File: src/rtl/exe_stage.sv
// rtl/exe_stage.sv - execute stage of the ARM-subset pipeline
//
// Computes Val2 (immediate rotate, register shift or memory offset), the ALU
// result and NZCV, and the branch target. Results are registered into the
// EXE/MEM register; the architectural status register lives here.
//
// Optional feature: define FORWARDING_EN to enable the operand forwarding
// muxes; otherwise op1/fwd_rm come straight from the register file values.
//
// Ports:
//   clk, rst                 clock, synchronous active-high reset
//   freeze                   memory stall, holds EXE/MEM and status registers
//   *_in                     decoded instruction fields from ID/EXE
//   sel_src1, sel_src2       forwarding selects (00/11 RF, 01 MEM, 10 WB)
//   mem_alu_result, wb_value forwarding sources
//   wb_en_out .. dest_out    registered EXE/MEM outputs
//   status_out               NZCV (bit 3 = N)
//   branch_taken/_address    combinational branch outputs

module exe_stage (
  input  logic        clk,
  input  logic        rst,
  input  logic        freeze,
  input  logic        wb_en_in,
  input  logic        mem_read_in,
  input  logic        mem_write_in,
  input  logic        imm_in,
  input  logic        branch_in,
  input  logic        s_in,
  input  logic        carry_bit_in,
  input  logic [3:0]  exe_cmd_in,
  input  logic [3:0]  dest_in,
  input  logic [11:0] shift_operand_in,
  input  logic [23:0] signed_imm_in,
  input  logic [31:0] pc_in,
  input  logic [31:0] val_rn_in,
  input  logic [31:0] val_rm_in,
  input  logic [1:0]  sel_src1,
  input  logic [1:0]  sel_src2,
  input  logic [31:0] mem_alu_result,
  input  logic [31:0] wb_value,
  output logic        wb_en_out,
  output logic        mem_read_out,
  output logic        mem_write_out,
  output logic [31:0] alu_result_out,
  output logic [31:0] st_val_out,
  output logic [3:0]  dest_out,
  output logic [3:0]  status_out,
  output logic        branch_taken,
  output logic [31:0] branch_address
);

  logic [31:0] op1;
  logic [31:0] fwd_rm;

`ifdef FORWARDING_EN
  always_comb begin
    case (sel_src1)
      2'b01:   op1 = mem_alu_result;
      2'b10:   op1 = wb_value;
      default: op1 = val_rn_in;
    endcase
    case (sel_src2)
      2'b01:   fwd_rm = mem_alu_result;
      2'b10:   fwd_rm = wb_value;
      default: fwd_rm = val_rm_in;
    endcase
  end
`else
  // Hazard unit stalls instead of forwarding; the select inputs are dead.
  logic unused_fwd;
  assign unused_fwd = ^{sel_src1, sel_src2, mem_alu_result, wb_value};
  assign op1    = val_rn_in;
  assign fwd_rm = val_rm_in;
`endif

  // Rotates are done as a right shift of the value concatenated with itself,
  // which also makes a rotate by 0 a pass-through.
  logic [4:0]  sh_amt;
  logic [4:0]  imm_rot;
  logic [31:0] imm_val;
  logic [63:0] imm_dbl;
  logic [63:0] rm_dbl;
  logic [31:0] val2;

  assign sh_amt  = shift_operand_in[11:7];
  assign imm_rot = {shift_operand_in[11:8], 1'b0};
  assign imm_val = {24'b0, shift_operand_in[7:0]};
  assign imm_dbl = {imm_val, imm_val} >> imm_rot;
  assign rm_dbl  = {fwd_rm, fwd_rm} >> sh_amt;

  always_comb begin
    val2 = fwd_rm;
    if (mem_read_in || mem_write_in) begin
      val2 = {20'b0, shift_operand_in};
    end else if (imm_in) begin
      val2 = imm_dbl[31:0];
    end else begin
      case (shift_operand_in[6:5])
        2'b00:   val2 = fwd_rm << sh_amt;
        2'b01:   val2 = fwd_rm >> sh_amt;
        2'b10:   val2 = $signed(fwd_rm) >>> sh_amt;
        default: val2 = rm_dbl[31:0];
      endcase
    end
  end

  logic [3:0]  status_q;
  logic [32:0] sum;
  logic [31:0] alu_res;
  logic        c_new;
  logic        v_new;

  // Subtraction is op1 + ~val2 + 1 (or + C for SBC) so the carry-out of the
  // 33-bit sum is directly NOT borrow.
  always_comb begin
    sum     = '0;
    alu_res = '0;
    c_new   = status_q[1];
    v_new   = status_q[0];
    case (exe_cmd_in)
      4'b0001: alu_res = val2;
      4'b1001: alu_res = ~val2;
      4'b0010, 4'b0011: begin
        sum     = {1'b0, op1} + {1'b0, val2}
                + {32'b0, (exe_cmd_in[0] & carry_bit_in)};
        alu_res = sum[31:0];
        c_new   = sum[32];
        v_new   = (op1[31] == val2[31]) && (alu_res[31] != op1[31]);
      end
      4'b0100, 4'b0101: begin
        sum     = {1'b0, op1} + {1'b0, ~val2}
                + {32'b0, (exe_cmd_in[0] ? carry_bit_in : 1'b1)};
        alu_res = sum[31:0];
        c_new   = sum[32];
        v_new   = (op1[31] != val2[31]) && (alu_res[31] != op1[31]);
      end
      4'b0110: alu_res = op1 & val2;
      4'b0111: alu_res = op1 | val2;
      4'b1000: alu_res = op1 ^ val2;
      default: alu_res = '0;
    endcase
  end

  always_ff @(posedge clk) begin
    if (rst) begin
      status_q       <= '0;
      wb_en_out      <= 1'b0;
      mem_read_out   <= 1'b0;
      mem_write_out  <= 1'b0;
      alu_result_out <= '0;
      st_val_out     <= '0;
      dest_out       <= '0;
    end else if (!freeze) begin
      if (s_in) begin
        status_q <= {alu_res[31], (alu_res == 32'b0), c_new, v_new};
      end
      wb_en_out      <= wb_en_in;
      mem_read_out   <= mem_read_in;
      mem_write_out  <= mem_write_in;
      alu_result_out <= alu_res;
      st_val_out     <= fwd_rm;
      dest_out       <= dest_in;
    end
  end

  assign status_out     = status_q;
  assign branch_taken   = branch_in;
  assign branch_address = pc_in + {{6{signed_imm_in[23]}}, signed_imm_in, 2'b00};

endmodule

File: config.mk
export PLATFORM = sky130hd
export DESIGN_NAME = exe_stage
export DESIGN_NICKNAME = d
export VERILOG_FILES = /design/src/rtl/exe_stage.sv
export SDC_FILE = /design/constraint.sdc
export NUM_CORES = 1
export LEC_CHECK = 0
export ABC_AREA = 1
export CAP_MARGIN = 25
export CORE_AREA = 10 10 204 167
export DETAILED_ROUTE_END_ITERATION = 10
export DIE_AREA = 0 0 214 177
export GPL_TIMING_DRIVEN = 1
export PLACE_DENSITY = 0.84
export SETUP_SLACK_MARGIN = 0.05
export SLEW_MARGIN = 40
export SYNTH_ARGS = -nofsm -noshare
export SYNTH_HDL_FRONTEND = slang
export SYNTH_SLANG_ARGS = --single-unit
File: constraint.sdc
create_clock -name clk -period 5.15 [get_ports clk]
set_input_delay 1.03 -clock clk [delete_from_list [all_inputs] [get_ports clk]]
set_output_delay 1.03 -clock clk [all_outputs]
set_load 0.02 [all_outputs]
==> impl_metrics.py, run 1 <==
metrics = {
    "synthesis": {
        "ys_ff_latch": 75,
        "yosys_warnings": 0,
        "synth_edf_count": 0,
        "synthFlopType": "dfxtp_1",
        "syn_inst": 2861,
        "netlist_area_sq_um": 15700,
        "synthDistinctLibCells": 60,
        "synth_seq_area_share_pct": 9.56,
        "syn_avg_cell_area_sq_um": 5.49,
        "syn_nets": 3208,
        "async_flop_share_pct": 0,
    },
    "die": {
        "dieHeight_um": 177,
        "start_util_pct": 52.3,
        "rows": 57,
        "die_x_um": 214,
        "io_pins": 326,
    },
    "clock_network": {
        "htreeDepth": 3,
        "cts_buffers": 9,
        "cts.sinks": 75,
        "clk_path_buf_depth": 2,
        "cts_root_buf": "clkbuf_16",
    },
    "outcome": {
        "status": "aborted with a tool error",
        "stop_stage": "global routing",
        "error": "[ERROR GRT-0232] Routing congestion too high. Check the congestion heatmap in the GUI.",
    },
    "placement": {
        "place_congestion": 1.20,
        "placed_area_sq_um": 22600,
        "hpwl_um": 66200,
        "port_buffers": 251,
    },
    "timing": {
        "endpoint_type": "sequential cell input",
        "worst_endpoint": "status_out[2]$_SDFFE_PP0P_/D",
    },
    "global_routing": {
        "grt_usage_pct": 66.1,
        "grt_max_degree": 54,
        "grt-ovfl-total": 6,
        "antenna_found_initial": 8,
    },
}
==> cells by family after synthesis <==
group	synth area share [%]
and+or+nand+nor	49.5
AOI/OAI and AO/OA	16.4
buffers and inverters	12.0
adders and majority gates	10.5
DFF	9.56
xor gates and xnor gates	1.90
muxes	0.0638
==> per-layer routing <==
metal / overflow / track usage, %
met4: 2 / 52.1
met2: 3 / 79.8
met3: 0 / 60.0
met5: 0 / 36.4
met1: 1 / 66.3
==> synth_stat cells, types with 5 or more instances <==
master | n | area share, %
xor2_1 | 22 | 1.2
o21ai_1 | 25 | 0.80
buf_2 | 75 | 2.4
nand2_4 | 10 | 0.72
nor2_1 | 325 | 7.8
nand3_2 | 30 | 1.9
nand3b_1 | 6 | 0.29
inv_2 | 13 | 0.31
nand3_1 | 568 | 18
nor4_1 | 5 | 0.20
dfxtp_1 | 75 | 9.6
a31oi_1 | 6 | 0.24
buf_1 | 9 | 0.22
o21ai_0 | 152 | 4.8
o211ai_1 | 20 | 0.96
nand2_1 | 680 | 16
fa_1 | 5 | 0.64
o21a_1 | 10 | 0.48
buf_6 | 8 | 0.57
nor2_2 | 12 | 0.48
o22ai_1 | 11 | 0.44
a221oi_1 | 16 | 0.89
clkbuf_1 | 47 | 1.1
a211oi_1 | 6 | 0.29
o221ai_1 | 5 | 0.28
nand4_1 | 19 | 0.76
buf_4 | 15 | 0.72
nand2_2 | 42 | 1.7
inv_1 | 258 | 6.2
a21oi_1 | 173 | 5.5
nor3_1 | 28 | 0.89
ha_1 | 124 | 9.9
xnor2_1 | 12 | 0.67
==> timing repair <==
item	4_1_cts
endpoints found under the setup margin	41
setup buffers	3
endpoints found under the hold margin	0
pin swaps	13
gates resized for setup	144
cloned	1
hold buffers	0
==> metrics by stage <==
stage	worst slack, ps	hold slack (ps)	utilization, %	std cells
after detailed placement	-904	468	75.4	3975
after CTS	-79.2	487	78.2	3995
after global placement	-836	460	75.4	3975
after floorplan	615	540	-	2861
==> run 2: changes to the inputs <==
--- a/config.mk
+++ b/config.mk
@@ -7,12 +7,11 @@
 export LEC_CHECK = 0
 export ABC_AREA = 1
 export CAP_MARGIN = 25
-export CORE_AREA = 10 10 204 167
+export CORE_AREA = 10 10 215 217
 export DETAILED_ROUTE_END_ITERATION = 10
-export DIE_AREA = 0 0 214 177
+export DIE_AREA = 0 0 225 227
 export GPL_TIMING_DRIVEN = 1
-export PLACE_DENSITY = 0.84
-export SETUP_SLACK_MARGIN = 0.05
+export PLACE_DENSITY_LB_ADDON = 0.15
 export SLEW_MARGIN = 40
 export SYNTH_ARGS = -nofsm -noshare
 export SYNTH_HDL_FRONTEND = slang
==> run 2 against run 1 <==
  * The flow now finishes without violations
  * Synthesized cell count stayed put
  * Area after synthesis did not move
==> impl_metrics.py, run 2 <==
metrics = {
    "timing": {
        "rsz0062_at_grt": "true",
        "setup_viol": 0,
        "worst_pin_slew_ps": 740,
        "fmax_mhz": 195,
        "fin_tns_setup_ps": 0,
        "fin_crit_ps": 5140,
        "final_max_slew_viol_count": 0,
        "post-route-period-util_pct": 99.8,
        "maxSlewHeadroom_pct": 50.4,
        "hold_viol": 0,
        "finClkSkew_ps": 0,
    },
    "synthesis": {
        "ys_ff_latch": 75,
        "synthFlopType": "dfxtp_1",
        "synth_largest_area_cell": "nand3_1",
        "yosys-top-cells-count": "680 x nand2_1, 568 x nand3_1, 325 x nor2_1, 258 x inv_1, 173 x a21oi_1",
        "synthDistinctLibCells": 60,
        "netlist_area_sq_um": 15700,
        "synth.area.top_cells": "nand3_1 18%, nand2_1 16%, ha_1 9.9%, dfxtp_1 9.6%, nor2_1 7.8%",
        "synth_seq_area_share_pct": 9.56,
        "async_flop_share_pct": 0,
        "yosysMostFrequentCell": "nand2_1",
        "syn_inst": 2861,
        "synth_edf_count": 0,
        "synth_top_area_share_pct": 18.1,
        "syn_avg_cell_area_sq_um": 5.49,
        "syn_nets": 3208,
        "yosys_warnings": 0,
    },
    "setup_path": {
        "crit_path_max_incr_delay_ps": 510,
        "cp_common_cell": "nand2_1",
        "cp_slowest_cell": "clkdlybuf4s50_1",
        "crit_type": "in -> reg",
        "critPathRequiredTime_ps": 5440,
        "critPathCaptureType": "flip-flop",
        "cp_top_family": "simple AND/OR/NAND/NOR gates",
        "crit_buf_inv": 8,
        "start_kind": "input port",
        "path_max_fanout": 4,
        "arrival_ps": 5430,
    },
    "placement": {
        "port_buffers": 251,
        "hpwl_um": 72000,
        "place_congestion": 1.06,
        "place_inst": 4167,
        "placed_area_sq_um": 23300,
    },
    "cells_and_area": {
        "mostFrequentLayoutCell": "buf_4",
        "drive_above_1_share_pct": 29.9,
        "stdcell_count": 4196,
        "final_util_pct": 60.1,
        "nets": 3999,
        "top_regs": "alu_result_out: 32 flops, st_val_out: 32 flops",
        "area_growth_pct": 59.9,
        "nFillCells": 4111,
        "final_area_sq_um": 25100,
        "antenna_cells": 0,
        "layout_common_cells": "661 x buf_4, 614 x nand2_1, 497 x nand3_1",
    },
    "global_routing": {
        "met2_usage_pct": 53.2,
        "grt_pass1_vias": 21800,
        "met1_usage_pct": 41.8,
        "grt-ovfl-total": 0,
        "antenna_found_initial": 0,
        "use_met3_pct": 5.43,
        "grt_max_degree": 96,
        "gr-max-usage-layer": "met2",
        "grt_pass1_wl_um": 128000,
        "grt_usage_pct": 32.3,
    },
    "clock_network": {
        "htreeDepth": 3,
        "clkSlewWorstSetupHoldPaths_ps": 60,
        "cts_hold_buf": 0,
        "cts_root_buf": "clkbuf_16",
        "cts_tree": "yes",
        "clk_path_buf_depth": 2,
        "clock_latency_ps": 360,
        "cts_buffers": 9,
        "cts.sinks": 75,
    },
    "pwr": {
        "power_leakage_nw": 12.9,
        "p_per_area_nw_per_um2": 170,
        "vdd_drop_max_mv": 0.145,
    },
    "die": {
        "die_area_sq_um": 51100,
        "die_x_um": 225,
        "rows": 75,
        "io_pins": 326,
        "start_util_pct": 37.6,
        "core_area_sq_um": 41800,
        "dieHeight_um": 227,
    },
    "min_path": {
        "hold_path_class": "reg -> reg",
    },
    "routing": {
        "routed_wl_um": 86200,
        "viasPerCell": 5.50,
        "drt_iter0_markers": 2380,
        "wl_per_cell_um": 20.5,
        "vias": 23100,
        "first_pass_iters": 6,
        "drcViolationCount": 0,
        "ant_nets": 0,
    },
    "flow_run": {
        "drv_cap": 0,
    },
    "outcome": {
        "status": "finished clean",
    },
}
[run 2: cell counts after synthesis]
Identical to the previous run, type by type.
[run 2: power by group]
group / total (mW) / internal [mW] / switching [mW]
clock: 0.671 / 0.392 / 0.279
sequential: 0.646 / 0.622 / 0.0234
combinational: 2.96 / 1.30 / 1.67
[run 2: kinds of logic (layout without fill, tap and decap cells)]
family                     count (synthesis)  after routing  synth area share (%)
DFF                                       75             75                  9.56
muxes                                      1              1                0.0638
AOI/OAI and AO/OA                        454            454                  16.4
xor gates and xnor gates                  34             34                  1.90
buffers and inverters                    432           1228                  12.0
adders and majority gates                129            129                  10.5
and+or+nand+nor                         1736           1736                  49.5
[run 2: path summary, 6_finish.rpt]
check / startpoint / endpoint / cells after the start / slack (ps)
setup reg to reg: status_out[0] / status_out[0] / 3 / 3940
setup / recovery: val_rm_in[18] / status_out[2] / 37 / 10
hold reg to reg: st_val_out[1] / st_val_out[1] / 2 / 480
hold / removal: st_val_out[1] / st_val_out[1] / 2 / 480
[run 2: layer usage]
| metal | part of all wire [%] | wire [um] |
|---|---|---|
| met1 | 42 | 36300 |
| met2 | 46 | 39400 |
| met3 | 8.2 | 7080 |
| met4 | 4.0 | 3470 |
| met5 | 0 | 0 |
[run 2: worst min-delay path: stages, from the launching register on]
cell	delay [ps]
dfxtp_1	320
nor2_1	50
nor2_1	80
[run 2: timing repair]
| item | 4_1_cts | 5_1_grt |
|---|---|---|
| setup buffers | 5 | 7 |
| gates cloned | 1 | 0 |
| hold endpoints to repair | 0 | 0 |
| pin swaps | 8 | 27 |
| endpoints found under the setup margin | 40 | 44 |
| gates resized for setup | 117 | 260 |
[run 2: area by class of cell]
cell class / count / area, sq um / area share, %
clock buffer: 10 / 239 / 0.952
clock inverter: 6 / 72.6 / 0.289
inverter: 275 / 1060 / 4.23
multi-input combinational: 2354 / 13600 / 54.0
sequential: 75 / 1500 / 5.98
tap: 539 / 674 / 2.69
timing repair buffer: 937 / 8010 / 31.9
[run 2: stage by stage]
| stage | power (mW) | hold WS, ps | setup slack (ps) |
|---|---|---|---|
| floorplan | 1.96 | 540 | 615 |
| global placement | 3.36 | 461 | -998 |
| detailed placement | 3.39 | 462 | -1050 |
| CTS | 4.13 | 482 | -164 |
| global route | 4.53 | 508 | -305 |
| finish | 4.28 | 481 | 11.1 |
Note: power is estimated with default switching activity, not from simulation.
==> run 3: changes to the inputs <==
--- a/config.mk
+++ b/config.mk
@@ -10,6 +10,7 @@
 export CORE_AREA = 10 10 215 217
 export DETAILED_ROUTE_END_ITERATION = 10
 export DIE_AREA = 0 0 225 227
+export GPL_ROUTABILITY_DRIVEN = 0
 export GPL_TIMING_DRIVEN = 1
 export PLACE_DENSITY_LB_ADDON = 0.15
 export SLEW_MARGIN = 40
==> run 3 against run 2 <==
  * Largest power group unchanged
  * Highest routed layer is now met5
  * Clock-buffer cell count down 1
  * The run now ends with negative setup slack left
  * Sequential cell count unchanged
  * Final cell count is 1.7% lower
==> impl_metrics.py, run 3 (same netlist as run 2, synthesis figures left out) <==
metrics = {
    "timing": {
        "rsz0062_at_grt": "true",
        "final_max_slew_viol_count": 0,
        "post-route-period-util_pct": 101,
        "setup_ws_ps": -60.9,
        "finClkSkew_ps": 0,
        "fin_crit_ps": 5210,
        "maxSlewHeadroom_pct": 47.2,
        "worst_pin_slew_ps": 791,
        "fmax_mhz": 192,
        "setup_viol": 1,
        "hold_viol": 0,
        "fin_hold_ws_ps": 478,
    },
    "clock_network": {
        "cts_root_buf": "clkbuf_16",
        "cts_buffers": 9,
        "cts_hold_buf": 0,
        "htreeDepth": 3,
        "cts.sinks": 75,
        "cts_tree": "yes",
        "clkSlewWorstSetupHoldPaths_ps": 70,
        "clk_path_buf_depth": 2,
        "clock_latency_ps": 340,
    },
    "global_routing": {
        "grt-ovfl-total": 0,
        "grt_max_degree": 96,
        "grt_pass1_vias": 21600,
        "antenna_found_initial": 2,
        "grt_pass1_wl_um": 120000,
        "grt_usage_pct": 29.7,
    },
    "pwr": {
        "finalPower_mw": 4.20,
        "p_per_area_nw_per_um2": 174,
        "vdd_drop_max_mv": 0.198,
        "power_leakage_nw": 12.4,
    },
    "setup_path": {
        "cp_slowest_cell": "clkdlybuf4s50_1",
        "critPathRequiredTime_ps": 5420,
        "r2r_end": "status_out[0]",
        "rr_startpoint": "status_out[0]",
        "rr_worst_depth": 2,
        "crit_type": "in -> reg",
        "r2r_slack_ps": 4080,
        "path_max_fanout": 4,
        "startpoint": "val_rm_in[23]",
        "start_kind": "input port",
        "crit_buf_inv": 6,
        "critPathCaptureType": "flip-flop",
        "cp_top_family": "simple AND/OR/NAND/NOR gates",
        "crit_path_max_incr_delay_ps": 530,
        "arrival_ps": 5480,
    },
    "routing": {
        "viasPerCell": 5.64,
        "drt_iter0_markers": 2576,
        "drcViolationCount": 0,
        "ant_nets": 0,
        "vias": 23300,
        "wl_per_cell_um": 19.5,
        "routed_wl_um": 80500,
        "first_pass_iters": 8,
    },
    "die": {
        "dieHeight_um": 227,
        "io_pins": 326,
        "core_area_sq_um": 41800,
        "die_area_sq_um": 51100,
        "start_util_pct": 37.6,
        "die_x_um": 225,
        "rows": 75,
    },
    "cells_and_area": {
        "final_area_sq_um": 24200,
        "antenna_cells": 0,
        "area_growth_pct": 54.0,
        "nets": 3926,
        "layout_common_cells": "631 x nand2_1, 593 x buf_4, 518 x nand3_1",
        "top_regs": "alu_result_out: 32 flops, st_val_out: 32 flops",
        "drive_above_1_share_pct": 26.8,
        "final_util_pct": 57.9,
        "mostFrequentLayoutCell": "nand2_1",
    },
    "min_path": {
        "min_from": "st_val_out[20]",
        "hold_depth": 2,
        "hold_end": "st_val_out[20]",
        "hold_path_class": "reg -> reg",
    },
    "placement": {
        "placed_area_sq_um": 22700,
        "hpwl_um": 65600,
        "port_buffers": 251,
        "pre_cts_ws_ps": -1070,
    },
    "outcome": {
        "status": "finished, violations left",
        "violations": "negative setup slack",
    },
    "flow_run": {
        "drv_cap": 0,
    },
}
run 3: cell count changes in the layout (fill, tap and decap cells not counted), moves of 5 or more:
cell,previous run,this run
nor2_2,38,32
a21oi_1,143,149
a21oi_2,33,28
nand3_1,497,518
buf_12,20,15
ha_1,102,108
nand2_1,614,631
nand3_2,92,78
buf_4,661,593
nand2_2,100,86
dlymetal6s2s_1,38,30
nand3_4,9,2
run 3: through the flow:
stage | setup TNS (ps) | instances
finish | -60.9 | 4123
global route | -514 | 4123
CTS | -50.8 | 4113
detailed placement | -19740 | 4093
global placement | -17950 | 4093
floorplan | 0 | 2861
run 3: cell type report:
type	instances	area, sq um
fillers	4123	17600
repair inverters	1	7.51
inverters	275	1050
clock inverters	7	105
clock buffers	9	225
flip-flops and latches	75	1500
well taps	539	674
multi-input cells	2354	13200
repair buffers	863	7360
run 3: where the power goes:
group	switching, mW	total, mW	internal (mW)
registers	0.0228	0.645	0.622
logic	1.61	2.84	1.23
clock network	0.285	0.719	0.433
total	1.92	4.20	2.28
run 3: repair_timing:
action / in CTS / in global routing
buffers inserted: 3 / 8
endpoints found under the setup margin: 39 / 43
gates resized for setup: 110 / 193
pin swaps: 8 / 28
gates cloned: 1 / 2
run 3: worst min-delay path, cell delays in order (launching register included):
cell     delay [ps]
dfxtp_1         320
nor2_1           40
nor2_1           80
run 3: worst max-delay path by stage:
stage,to,slack [ps],cells past startpoint
final,status_out[2],-60,32
after global placement,status_out[2],-1030,37
after global routing,status_out[2],-330,32
after CTS,status_out[2],-50,36
after detailed placement,status_out[2],-1070,33
after floorplan,status_out[2],610,31
run 3: metal layers:
layer	part of all wire [%]	track usage (%)	up-vias	wire length, um
met5	0.040	0	-	32
met2	45	49.0	1241	36400
met3	10	6.40	283	8180
li1	-	-	11000	-
met1	39	36.2	10800	31600
met4	5.4	14.3	4	4340
==> variant: new RTL, settings of run 2 <==
Add a define of `FORWARDING_EN`.
--- a/src/rtl/exe_stage.sv
+++ b/src/rtl/exe_stage.sv
@@ -16,6 +16,8 @@
 //   wb_en_out .. dest_out    registered EXE/MEM outputs
 //   status_out               NZCV (bit 3 = N)
 //   branch_taken/_address    combinational branch outputs
+
+`define FORWARDING_EN
 
 module exe_stage (
   input  logic        clk,
Function: changed (Yosys sat finds a counterexample within 4 cycles, from zero or initial values and one cycle with rst high).
==> variant against run 2 <==
The run now ends with setup timing left; power rose by 47%; setup slack got worse by 0.56 ns; count of clock-buffer cells in the layout did not move; routed wire length rose by 27%; largest cell class unchanged; design area rose by 22%; sequential cell count did not move; synthesized area rose by 8.9%; clock skew did not move.
==> variant: results (changes against run 2) <==
metric;value;unit;change
antenna_found_initial;8;;+8
crit_arrival;6.01;ns;+0.58 ns
ys_top_cells_by_count;nand2_1 (712), nand3_1 (483), inv_1 (281);;
setup_slack;-0.5517;ns;-0.5628 ns
synth_area_per_cell;5.612;sq um;+2.3%
setup_viol;31;;+31
first_pass_iters;9;;+3
nets;4436;;+11%
dp_cells;4516;;+8.4%
cts_resized;511;;+340%
synth_area_leaders;nand2_1 (16%), nand3_1 (14%), ha_1 (9.7%);;
fin_cells;4632;;+10%
n_fill_cell;3348;;-19%
hpwl;83.36;mm;+16%
outcome;complete, but fails checks;;
grt_pass1_wl;157.7;mm;+23%
grt_max_degree;66;;-31%
grt_pass1_vias;26610;;+22%
failed_checks;setup timing;;
setup_tns;-6.239;ns;-6.239 ns
drt_iter0_drc;3682;;+55%
vdd_drop_max;0.1657;mV;+14%
drive_gt1_share;39.82;%;+9.9 points
via_per_inst;6.019;;+9.4%
grtUsageTotal;39.89;%;+7.6 points
cts_setup_buffers;50;;+45
worst_slew_pin_slew;0.8619;ns;+0.1217 ns
place.port_buffers;319;;+27%
critPathSlowestCell;fa_2;;
synth_nets;3403;;+6.1%
gp_congestion;1.130;;+7.0%
p_leak;15.18;nW;+18%
variant: cell count changes in the layout (fill, tap and decap cells not counted), sizes merged, moves of 22 or more:
cell           before  now
a21oi             177  199
a221o               0   30
buf               689  886
clkdlybuf4s50     201  294
dlymetal6s2s       38    6
nand2             732  846
nand3             598  535
nor2              338  268
o21ai             179  237
or2                 6   47
variant: logic make-up after synthesis:
logic type / synth area share [%]
AND/OR/NAND/NOR: 47.39
multiplexers: 0.05852
adder cells (fa/ha/maj): 10.24
XOR/XNOR: 1.690
AO/OA/AOI/OAI: 20.21
buffers and inverters: 11.63
flip-flops: 8.778
variant: final timing paths:
path	startpoint	to	slack, ns	cells after the start
max	sel_src2[1]	status_out[2]	-0.55	41
min	status_out[1]	status_out[1]	0.47	2
max reg2reg	st_val_out[20]	st_val_out[20]	4.25	2
min reg2reg	status_out[1]	status_out[1]	0.47	2
variant: cell type report:
class | instances | share of cell area (%)
antenna | 7 | 0.05712
clock buffer | 10 | 0.7467
clock inverter | 6 | 0.2163
inverter | 296 | 3.701
multi-input combinational | 2504 | 54.72
sequential | 75 | 4.896
tap | 539 | 2.199
timing repair buffer | 1195 | 33.46
variant: metal layers:
metal,vias to the layer above,global-route usage (%),share of wire (%)
li1,12290,-,-
met1,12950,46.84,36
met2,2028,66.24,45
met3,612,6.357,10
met4,2,27.07,8.4
met5,-,0,0.013
variant: worst register-to-register path: stages (launching register included):
cell and delay [ns]:
dfxtp_1 0.33, o21ai_0 0.31, a21oi_1 0.11
variant: power by group:
part	internal, mW	switching, mW
Clock	0.376	0.304
Combinational	2.20	2.76
Sequential	0.627	0.0297
variant: stage by stage:
step	utilization [%]	cell area, sq um
after floorplan	-	17130
after global placement	63.00	26310
after detailed placement	63.00	26310
after CTS	69.97	29220
after global routing	73.43	30660
final	73.43	30660
